## src/rtl/rr_grant_ctrl.sv

```systemverilog
// Four-requester round-robin grant controller; the owner holds the grant until it drops its request.
// Define RR_GRANT_TIMEOUT_EN to force a release after MAX_HOLD consecutive grant cycles.
module rr_grant_ctrl #(
    parameter int unsigned MAX_HOLD = 15
) (
    input  logic       clk,
    input  logic       rst_n,
    input  logic [3:0] req,
    output logic [3:0] gnt,
    output logic [1:0] gnt_idx,
    output logic       busy,
    output logic       timeout
);

    localparam int unsigned N_REQ = 4;
    localparam int unsigned IDX_W = 2;

    typedef enum logic {
        IDLE  = 1'b0,
        GRANT = 1'b1
    } state_t;

    state_t           state;
    logic [IDX_W-1:0] ptr;
    logic [IDX_W-1:0] win_idx;
    logic [IDX_W-1:0] cand;
    logic             owner_req;
    logic             force_rel;

    if (MAX_HOLD == 0 || MAX_HOLD > 15) begin : g_bad_max_hold
        $error("rr_grant_ctrl: MAX_HOLD must be within 1..15");
    end

    function automatic logic [N_REQ-1:0] decode(input logic [IDX_W-1:0] idx);
        return N_REQ'(1) << idx;
    endfunction

    // Winner is the first set request scanning upward from ptr; the descending loop lets the nearest one win.
    always_comb begin
        win_idx = ptr;
        cand    = ptr;
        for (int i = int'(N_REQ) - 1; i >= 0; i--) begin
            cand = ptr + IDX_W'(i);
            if (req[cand]) begin
                win_idx = cand;
            end
        end
    end

    assign owner_req = req[gnt_idx];

`ifdef RR_GRANT_TIMEOUT_EN
    localparam int unsigned CNT_W = 4;
    localparam logic [CNT_W-1:0] HOLD_LAST = CNT_W'(MAX_HOLD - 1);

    logic [CNT_W-1:0] hold_cnt;

    // hold_cnt counts completed grant cycles; it sits at zero in IDLE so every grant starts fresh.
    assign force_rel = (hold_cnt == HOLD_LAST);

    always_ff @(posedge clk or negedge rst_n) begin
        if (!rst_n) begin
            hold_cnt <= '0;
            timeout  <= 1'b0;
        end else begin
            timeout  <= (state == GRANT) && owner_req && force_rel;
            hold_cnt <= (state == GRANT) ? hold_cnt + CNT_W'(1) : '0;
        end
    end
`else
    assign force_rel = 1'b0;
    assign timeout   = 1'b0;
`endif

    // Arbitration FSM; gnt and busy are registered alongside the state so they never see req combinationally.
    always_ff @(posedge clk or negedge rst_n) begin
        if (!rst_n) begin
            state   <= IDLE;
            ptr     <= '0;
            gnt_idx <= '0;
            gnt     <= '0;
            busy    <= 1'b0;
        end else begin
            case (state)
                IDLE: begin
                    if (|req) begin
                        state   <= GRANT;
                        gnt_idx <= win_idx;
                        gnt     <= decode(win_idx);
                        busy    <= 1'b1;
                    end
                end
                GRANT: begin
                    if (!owner_req || force_rel) begin
                        state <= IDLE;
                        ptr   <= gnt_idx + IDX_W'(1);
                        gnt   <= '0;
                        busy  <= 1'b0;
                    end
                end
                default: begin
                    state <= IDLE;
                    gnt   <= '0;
                    busy  <= 1'b0;
                end
            endcase
        end
    end

endmodule

```

## config.mk

```make
export PLATFORM = sky130hd
export DESIGN_NAME = rr_grant_ctrl
export DESIGN_NICKNAME = d
export VERILOG_FILES = /design/src/rtl/rr_grant_ctrl.sv
export SDC_FILE = /design/constraint.sdc
export NUM_CORES = 1
export LEC_CHECK = 0
export CAP_MARGIN = 20
export CELL_PAD_IN_SITES_DETAIL_PLACEMENT = 1
export CELL_PAD_IN_SITES_GLOBAL_PLACEMENT = 1
export CORE_MARGIN = 4
export CORE_UTILIZATION = 32
export CTS_CLUSTER_DIAMETER = 200
export DETAILED_ROUTE_END_ITERATION = 7
export PLACE_DENSITY = 0.78
export SYNTH_ARGS = -nofsm -noshare
export SYNTH_HDL_FRONTEND = slang
export SYNTH_SLANG_ARGS = --single-unit
```

## constraint.sdc

```tcl
create_clock -name clk -period 1.3 [get_ports clk]
set_input_delay 0.13 -clock clk [delete_from_list [all_inputs] [get_ports clk]]
set_output_delay 0.13 -clock clk [all_outputs]
set_load 0.05 [all_outputs]
```

# Word level (Yosys, flattened, before mapping)
# Index checks and enable logic that the tools add are counted.
# classes
muxes	23
eq_ne	2
reduce_logical	4
multipliers	0
n_addsub	4
div	0
shifts	1
order_cmp	5
n_bitwise	2
# op_table
operator	n
2-bit by 3-bit less-than comparator with 1-bit output, second input constant	5
1-bit binary-select mux with 2-bit select	5
1-bit two-way mux	9
2-bit two-way mux	4
4-bit two-way mux	2
4-bit case mux with 2 select lines	1
2-bit AND reduction	3
2-bit by 1-bit adder with 2-bit output, second input constant	2
2-bit adder, second input constant	2
2-bit inequality test, second input constant	2
1-bit case mux with 2 select lines	2
4-bit OR reduction	1
1-bit by 2-bit left shift with 4-bit output, first input constant	1
1-bit inverter	2
# totals
out_inout_bits	8
ram_bits	0
regBits	10
elab_cells	46
n_memories	0
latchBits	0
romBits	0

# Logic depth before layout (Yosys ltp)
# Gate-level depths: netlist of the first run.
# logic_depth
depth_word	10
ltp_mapped	5

# Worst setup path after synthesis of the first run
# No wires, ideal clock.
# synth_timing
path_kind	reg-to-reg
startpoint	register gnt_idx[0]
endpoint	register gnt[2]
required_time_ns	1.169
arrival_ns	1.641
stages_incl_launch_ff	6
setup_slack_ns	-0.472
path_cell_list	dfrtp_1 -> mux4_2 -> nand2b_4 -> buf_6 -> nand3_2 -> o31ai_1
# synth_via
elab_chain_len	4
# synth_rtl
item	line_no	text
start: declaration	10	output logic [1:0] gnt_idx,
start signal: assignment	88	gnt_idx <= win_idx;
1-bit binary-select mux with 2-bit select	50	assign owner_req = req[gnt_idx];
1-bit two-way mux (implied by the code)	50	
2-bit inequality test (no source line)	n/a	
2-bit AND reduction (no source line)	n/a	
end signal: assignment	89	gnt <= decode(win_idx);
end: declaration	9	output logic [3:0] gnt,
# Every way passes these cells. The select of a mux whose other input is x is not followed.
# A chain may end at the register's enable or synchronous reset.

# Worst setup path after layout of the first run
# layout_timing
startpoint	register gnt_idx[0]
endpoint	register gnt[3]
# Same word-level chain as after synthesis.

==> metrics.log, run 1 <==
INFO  metric path_clk_slew = ~0.06 ns
INFO  metric cap_violations = 0
INFO  metric synth_sequential_area_ratio = 0.424
INFO  metric finalCritPeriodShare = 1.05
INFO  metric io-pin-count = 14
INFO  metric final_cell_area = 885 um2
INFO  metric path_cells = mux4_2 -> nand2b_4 -> nand3_2 -> o31ai_2
INFO  metric grt_pass1_wl = 2.37 mm
INFO  metric yosys.area.top_type = dfrtp_1
INFO  metric post_synth_main_area_contributors = dfrtp_1 42%, nand3_2 6.8%, o31ai_1 5.1%
INFO  metric grt_setup_unrepaired = true
INFO  metric most_frequent_cell_after_synthesis = dfrtp_1
INFO  metric die_h = about 50 um
INFO  metric grt_max_degree = 14
INFO  metric synth_top_area_share = 0.424
INFO  metric cts-root-buf = clkbuf_4
INFO  metric critical_path_rt = approximately 1.5 ns
INFO  metric finalCoreUtilization = 0.507
INFO  metric number_of_antenna_violations_at_the_first_check_in_global_routing = 0
INFO  metric tritoncts_num_sinks = 10
INFO  metric synth_common_cells = 10 x dfrtp_1, 6 x nand2_1, 4 x nand3_2, 4 x o21ai_0, 4 x o31ai_1
INFO  metric die_area = about 2600 um2
INFO  metric finalNonFillerCells = 100
INFO  metric setup_buffers_after_cts = 0
INFO  metric placeableCoreArea = 1750 um2
INFO  metric cts_hold_buf = 0
INFO  metric status = complete, but fails checks
INFO  metric failed_checks = setup timing
INFO  metric startpoint_type = flip-flop
INFO  metric crit_path_capture_type = flip-flop
INFO  metric global_route.usage.total = 0.128
INFO  metric synth-edff-count = 0
INFO  metric p_total = 2.36 mW
INFO  metric post-place-cells = 95
INFO  metric detail_route.iter0.violations = 5
INFO  metric reg2reg_slack = -0.07 ns
INFO  metric routed_wirelength = approximately 1.5 mm
INFO  metric ys_seq_elements = 10
INFO  metric ant_nets = 0
INFO  metric diodes = 0
INFO  metric report.final.setup_viol = 10
INFO  metric place_area = ~820 um2
INFO  metric dominantRegCellSynth = dfrtp_1
INFO  metric timing_worst_setup_path_type = flip-flop to flip-flop
INFO  metric syn-instance-count = 55
INFO  metric dr_total_vias = roughly 470
INFO  metric tritoncts = done
INFO  metric timing.critical_path.slowest_stage_cell = mux4_2
INFO  metric cts-buffers-inserted = 3
INFO  metric die_w = 51.0 um
INFO  metric start_util = 0.338
INFO  metric grt.overflow.total = 0
INFO  metric layout_min_cycle_time = around 1.4 ns
INFO  metric cp_slowest_stage_delay = approximately 0.52 ns
INFO  metric post_drt_wl_per_cell = ~15 um
INFO  metric final_clock_skew = 0.000550 ns
INFO  metric post_route_cells_drive_above_1_share = 0.467
INFO  metric grt_pass1_vias = approximately 470
INFO  metric crit_path_max_fanout = 5
INFO  metric clk_path_buf_depth = 2
INFO  metric drt-vias-per-instance = 4.72
INFO  metric max_freq = 0.732 GHz
INFO  metric row_count = 15
INFO  metric yosys_warnings = 0
INFO  metric ir_drop = roughly 1500 uV
INFO  metric finalHoldViolCount = 0
INFO  metric buffer_ports.inserted = 12
INFO  metric setup_slack_of_the_critical_path_after_layout = -0.0664 ns
INFO  metric avgSynthCellArea = around 11 um2
INFO  metric slew_violations = 0
INFO  metric dp.final_hpwl = roughly 1.1 mm
INFO  metric design.final.nets = 82
INFO  metric place.gp.congestion = roughly 0.70
INFO  metric synth.cell_area = slightly below 600 um2
INFO  metric synthToLayoutAreaGrowth = 49.8%
INFO  metric remaining_drcs = 0
INFO  metric holdWs = about 0.18 ns
INFO  metric postSynth.asyncResetShare = 1.00
INFO  metric synth.distinct_cells = 27
INFO  metric power.density_cell_area = between 2000 and 3000 nW/um2
INFO  metric firstDrtPassIters = 3
INFO  metric crit_arrival = approximately 1.5 ns
INFO  metric clk_latency = 0.26 ns
INFO  metric synth_fp_nets = just over 60
INFO  metric hold_path.class = input port to async pin
INFO  metric htree_levels = 1
INFO  metric leakage = 0.393 nW
==> state kept, by name (all words and copies together), names as in the netlist <==
name,cells
ptr,2
busy,1
gnt,4
gnt_idx,2
state,1
==> critical path, delay by kind of cell, from the launching register on <==
family | cells | cell delay [ns]
AND/OR/NAND/NOR | 2 | 0.29
AO/OA/AOI/OAI | 1 | 0.06
multiplexers | 1 | 0.52
flip-flops | 1 | 0.37
==> power breakdown <==
| group | leakage (nW) | total (mW) | internal (mW) | switching (mW) |
|---|---|---|---|---|
| clock network | 0.0150 | 0.226 | 0.119 | 0.108 |
| logic | 0.254 | 1.51 | 0.717 | 0.792 |
| registers | 0.124 | 0.625 | 0.454 | 0.172 |
| total | 0.393 | 2.36 | 1.29 | 1.07 |
==> repair_timing <==
| item | 4_1_cts | 5_1_grt |
|---|---|---|
| cloned | 1 | 0 |
| gates resized for setup | 4 | 9 |
| pin swaps | 6 | 1 |
| setup endpoints to repair | 10 | 10 |
==> logic make-up after synthesis <==
logic type      synth area share
mux                       0.0381
simple gates               0.225
flops                      0.424
other cells              0.00635
xor+xnor                  0.0148
buf+inv                   0.0784
compound gates             0.214
==> metrics by stage <==
stage          setup TNS, ns  worst slack [ns]
3_3_place_gp           -3.03            -0.317
5_1_grt                -1.01            -0.139
3_5_place_dp           -3.21            -0.342
6_report              -0.425           -0.0664
4_1_cts               -0.430           -0.0678
2_1_floorplan          -2.29            -0.301
==> layout by cell type (no fill, tap or decap), types with 3 or more instances in the layout <==
cell / n
clkbuf_4: 3
o21ai_1: 3
buf_4: 6
nand3_2: 4
clkdlybuf4s50_1: 3
nand2b_4: 3
dfrtp_1: 9
buf_12: 7
nand2_1: 4
==> final timing paths <==
path | depth (start not counted) | startpoint | end
hold reg to reg | 2 | busy | busy
hold / removal | 1 | rst_n | gnt[3]
setup / recovery | 4 | gnt_idx[0] | gnt[3]
max in group asynchronous | 1 | rst_n | gnt_idx[0]
min in group clk | 3 | req[0] | state
setup reg to reg | 4 | gnt_idx[0] | gnt[3]
==> routing by layer <==
layer  global-route usage  wire, um  up-vias
li1                     -         -      235
met5                    0         0        -
met2                0.193       711        8
met3               0.0525        57        0
met4               0.0404         0        0
met1                0.165       724      229
==> final cells by class <==
class | instances | area, um2
flip-flops and latches | 10 | 251
inverters | 2 | 7.51
fillers | 198 | 861
multi-input cells | 41 | 332
repair buffers | 18 | 236
well taps | 25 | 31.3
clock buffers | 4 | 26.3
Note: power is estimated with default switching activity, not from simulation.
==> run 2, diff against run 1 <==
HOLD_SLACK_MARGIN = 0.1   (was unset)
==> results of run 2 <==
Same layout as run 1: the final DEF is identical, and so are final timing and power.
==> run 3, diff against run 2 <==
ABC_AREA = 1   (was unset)
CORE_ASPECT_RATIO = 1.5   (was unset)
CORE_UTILIZATION = 31   (was 32)
PLACE_DENSITY = 0.79   (was 0.78)
==> metrics.log, run 3 <==
INFO  metric status = complete, but fails checks
INFO  metric failed_checks = setup timing
INFO  metric setup_slack_of_the_critical_path_after_layout = -0.168 ns (-0.102 ns)
INFO  metric most_frequent_cell_after_synthesis = nand2_1
INFO  metric die_area = 3130 um2 (+20%)
INFO  metric dr_total_vias = 801 (+70%)
INFO  metric ir_drop = 1760 uV (+14%)
INFO  metric crit_path_max_fanout = 8 (+3)
INFO  metric hold_path.class = input port to async pin
INFO  metric clk_path_buf_depth = 2 (unchanged)
INFO  metric slew_violations = 0 (unchanged)
INFO  metric num-fill-cells = 265 (+34%)
INFO  metric ys_seq_elements = 10 (unchanged)
INFO  metric grt_max_degree = 11 (-3)
INFO  metric seqPwrFrac = 0.182 (-0.083)
INFO  metric synth_fp_nets = 108 (+77%)
INFO  metric finalHoldViolCount = 0 (unchanged)
INFO  metric fin_tns_setup = -0.826 ns (-0.401 ns)
INFO  metric final_clock_skew = 0.00516 ns (+0.00461 ns)
INFO  metric grt.overflow.total = 0 (unchanged)
INFO  metric io-pin-count = 14 (unchanged)
INFO  metric cts-root-buf = clkbuf_4
INFO  metric critical_path_rt = 1.47 ns (+0.02 ns)
INFO  metric sw_frac_of_total = 0.526 (+0.0724)
INFO  metric startpoint_type = flip-flop
INFO  metric post_drt_wl_per_cell = 17.0 um (+14%)
INFO  metric sequential_cell_area = 255 um2 (+1.5%)
INFO  metric design.final.nets = 137 (+67%)
INFO  metric yosys_warnings = 0 (unchanged)
INFO  metric place.gp.congestion = 0.781 (+11%)
INFO  metric tritoncts = done
INFO  metric post_synth_main_area_contributors = dfrtp_1 35%, nand2_1 21%, nand2_2 11%
INFO  metric power_frac_clock = 0.080 (-0.016)
INFO  metric finalCritPeriodShare = 1.13 (+0.0781)
INFO  metric critPathBufInv = 2 (+2)
INFO  metric total_switching_power = 1.99 mW (+86%)
INFO  metric crit_arrival = 1.64 ns (+0.13 ns)
INFO  metric buffer_ports.inserted = 12 (unchanged)
INFO  metric avgSynthCellArea = 6.94 um2 (-35%)
INFO  metric htree_levels = 1 (unchanged)
INFO  metric dominantRegCellSynth = dfrtp_1
INFO  metric post-place-cells = 147 (+55%)
INFO  metric post_route_cells_drive_above_1_share = 0.500 (+0.0333)
INFO  metric internal_power_of_the_cells = 1.79 mW (+39%)
INFO  metric holdWs = 0.169 ns (-0.0132 ns)
INFO  metric routed_wirelength = 2.59 mm (+73%)
INFO  metric placeableCoreArea = 2100 um2 (+20%)
INFO  metric report.final.setup_viol = 6 (-4)
INFO  metric final_cell_area = 1180 um2 (+33%)
INFO  metric global_route.usage.total = 0.180 (+0.0523)
INFO  metric place_area = 1010 um2 (+23%)
INFO  metric cts-buffers-inserted = 3 (unchanged)
INFO  metric firstDrtPassIters = 4 (+1)
INFO  metric detail_route.iter0.violations = 23 (+18)
INFO  metric synth_common_cells = 40 x nand2_1, 13 x nand2_2, 11 x inv_1
INFO  metric remaining_drcs = 0 (unchanged)
INFO  metric path_cells = inv_8 -> nand2_4 -> nand2_4 -> nand2_4 -> nand2_4 -> inv_2 -> nand2_2 -> nand2_2 -> nand2_4 -> nand2_4 -> nand3_2 -> nand2_1
INFO  metric timing.critical_path.slowest_stage_cell = dfrtp_2
INFO  metric layout_min_cycle_time = 1.47 ns (+0.102 ns)
INFO  metric drt-vias-per-instance = 5.27 (+12%)
INFO  metric largest_register = gnt
INFO  metric cp_top_family = simple AND/OR/NAND/NOR gates
INFO  metric die_w = 47.0 um (-7.7%)
INFO  metric most-common-layout-cells = 30 x nand2_1, 13 x nand2_4, 12 x buf_4, 10 x nand2_2, 8 x inv_1
INFO  metric grt_pass1_vias = 916 (+94%)
INFO  metric largest_register_ffs = 4 (unchanged)
INFO  metric row_count = 20 (+5)
INFO  metric synth_top_area_share = 0.353 (-0.0704)
INFO  metric critPathMostFrequentCell = nand2_4
INFO  metric biggestRegsByFlops = gnt (4), gnt_idx (2), ptr (2)
INFO  metric yosys.area.top_type = dfrtp_1
INFO  metric max_freq = 0.681 GHz (-6.9%)
INFO  metric cp_slowest_stage_delay = 0.50 ns (-0.02 ns)
INFO  metric synth_sequential_area_ratio = 0.353 (-0.0704)
INFO  metric finalNonFillerCells = 152 (+52%)
INFO  metric synthToLayoutAreaGrowth = 66.6%
INFO  metric share_comb_of_total_power = 0.738 (+0.099)
INFO  metric tritoncts_num_sinks = 10 (unchanged)
INFO  metric dp.final_hpwl = 1.73 mm (+64%)
INFO  metric synth-edff-count = 0 (unchanged)
INFO  metric crit_path_capture_type = flip-flop
INFO  metric grt_pass1_wl = 3.89 mm (+64%)
INFO  metric synth.cell_area = 708 um2 (+20%)
INFO  metric grt_setup_unrepaired = true
INFO  metric cap_violations = 0 (unchanged)
INFO  metric multi_input_area = 497 um2 (+50%)
INFO  metric path_clk_slew = 0.08 ns (+0.02 ns)
INFO  metric die_h = 66.5 um (+31%)
INFO  metric timing_worst_setup_path_type = flip-flop to flip-flop
INFO  metric start_util = 0.337 (-0.00145)
INFO  metric synth.distinct_cells = 21 (-22%)
INFO  metric most_common_library_cell_in_the_layout_ignoring_fill_and_taps = nand2_1
INFO  metric leakage = 0.629 nW (+60%)
INFO  metric ant_nets = 0 (unchanged)
INFO  metric power.density_cell_area = 3200 nW/um2 (+20%)
INFO  metric diodes = 0 (unchanged)
INFO  metric syn-instance-count = 102 (+85%)
INFO  metric number_of_antenna_violations_at_the_first_check_in_global_routing = 0 (unchanged)
INFO  metric postSynth.asyncResetShare = 1.00 (unchanged)
INFO  metric clk_latency = 0.28 ns (+0.02 ns)
run 3: cell count changes after synthesis, sizes merged, moves of 3 or more:
| cell | delta |
|---|---|
| nand2 | +47 |
| inv | +11 |
| nand3 | +5 |
| o31ai | -4 |
| nor2b | -3 |
run 3: routing by layer:
layer,wire [um],track usage
met5,0,0
met2,1460,0.313
met4,155,0.173
met1,892,0.166
met3,74,0.0216
run 3: stage by stage:
step / util / setup WS, ns / power (mW)
4_1_cts: 0.505 / -0.148 / 3.32
2_1_floorplan: - / 0.000174 / 1.99
5_1_grt: 0.561 / -0.259 / 4.04
3_3_place_gp: 0.479 / -0.256 / 2.81
6_report: 0.561 / -0.168 / 3.78
3_5_place_dp: 0.479 / -0.299 / 2.91
run 3: worst paths after layout:
kind                       startpoint      to  slack (ns)  depth (start not counted)
setup / recovery               ptr[0]  gnt[2]       -0.17                         12
hold / removal                  rst_n  gnt[1]        0.17                          1
setup reg to reg               ptr[0]  gnt[2]       -0.17                         12
hold reg to reg                 state   state        0.54                          2
max in group asynchronous       rst_n  ptr[1]        0.77                          1
min in group clk                state   state        0.54                          2
run 3: cell type report:
type / instances / area share
clock buffer: 4 / 0.0308
sequential: 10 / 0.216
tap: 22 / 0.0233
timing repair buffer: 26 / 0.259
multi-input combinational: 77 / 0.421
inverter: 13 / 0.0498
run 3: logic make-up (layout without fill, tap and decap cells):
logic type / count (synthesis) / in the layout / synth area share
AO/OA/AOI/OAI: 8 / 8 / 0.0848
XOR/XNOR: 1 / 1 / 0.0124
buffers and inverters: 15 / 43 / 0.106
flip-flops: 10 / 10 / 0.353
other: 1 / 1 / 0.00530
AND/OR/NAND/NOR: 67 / 67 / 0.438
run 3: power by group through the flow:
| stage | clock network, mW | registers, mW | logic, mW |
|---|---|---|---|
| after floorplan | 0 | 0.841 | 1.15 |
| after global placement | 0 | 0.650 | 2.16 |
| after detailed placement | 0 | 0.660 | 2.25 |
| after CTS | 0.308 | 0.667 | 2.35 |
| after global routing | 0.323 | 0.714 | 3.01 |
| final | 0.301 | 0.688 | 2.79 |
run 3: what timing repair did:
item | in CTS | in global routing
resized for setup | 7 | 31
pin swaps | 3 | 6
buffers inserted | 0 | 1
setup endpoints to repair | 7 | 9
hold buffers | 0 | 0
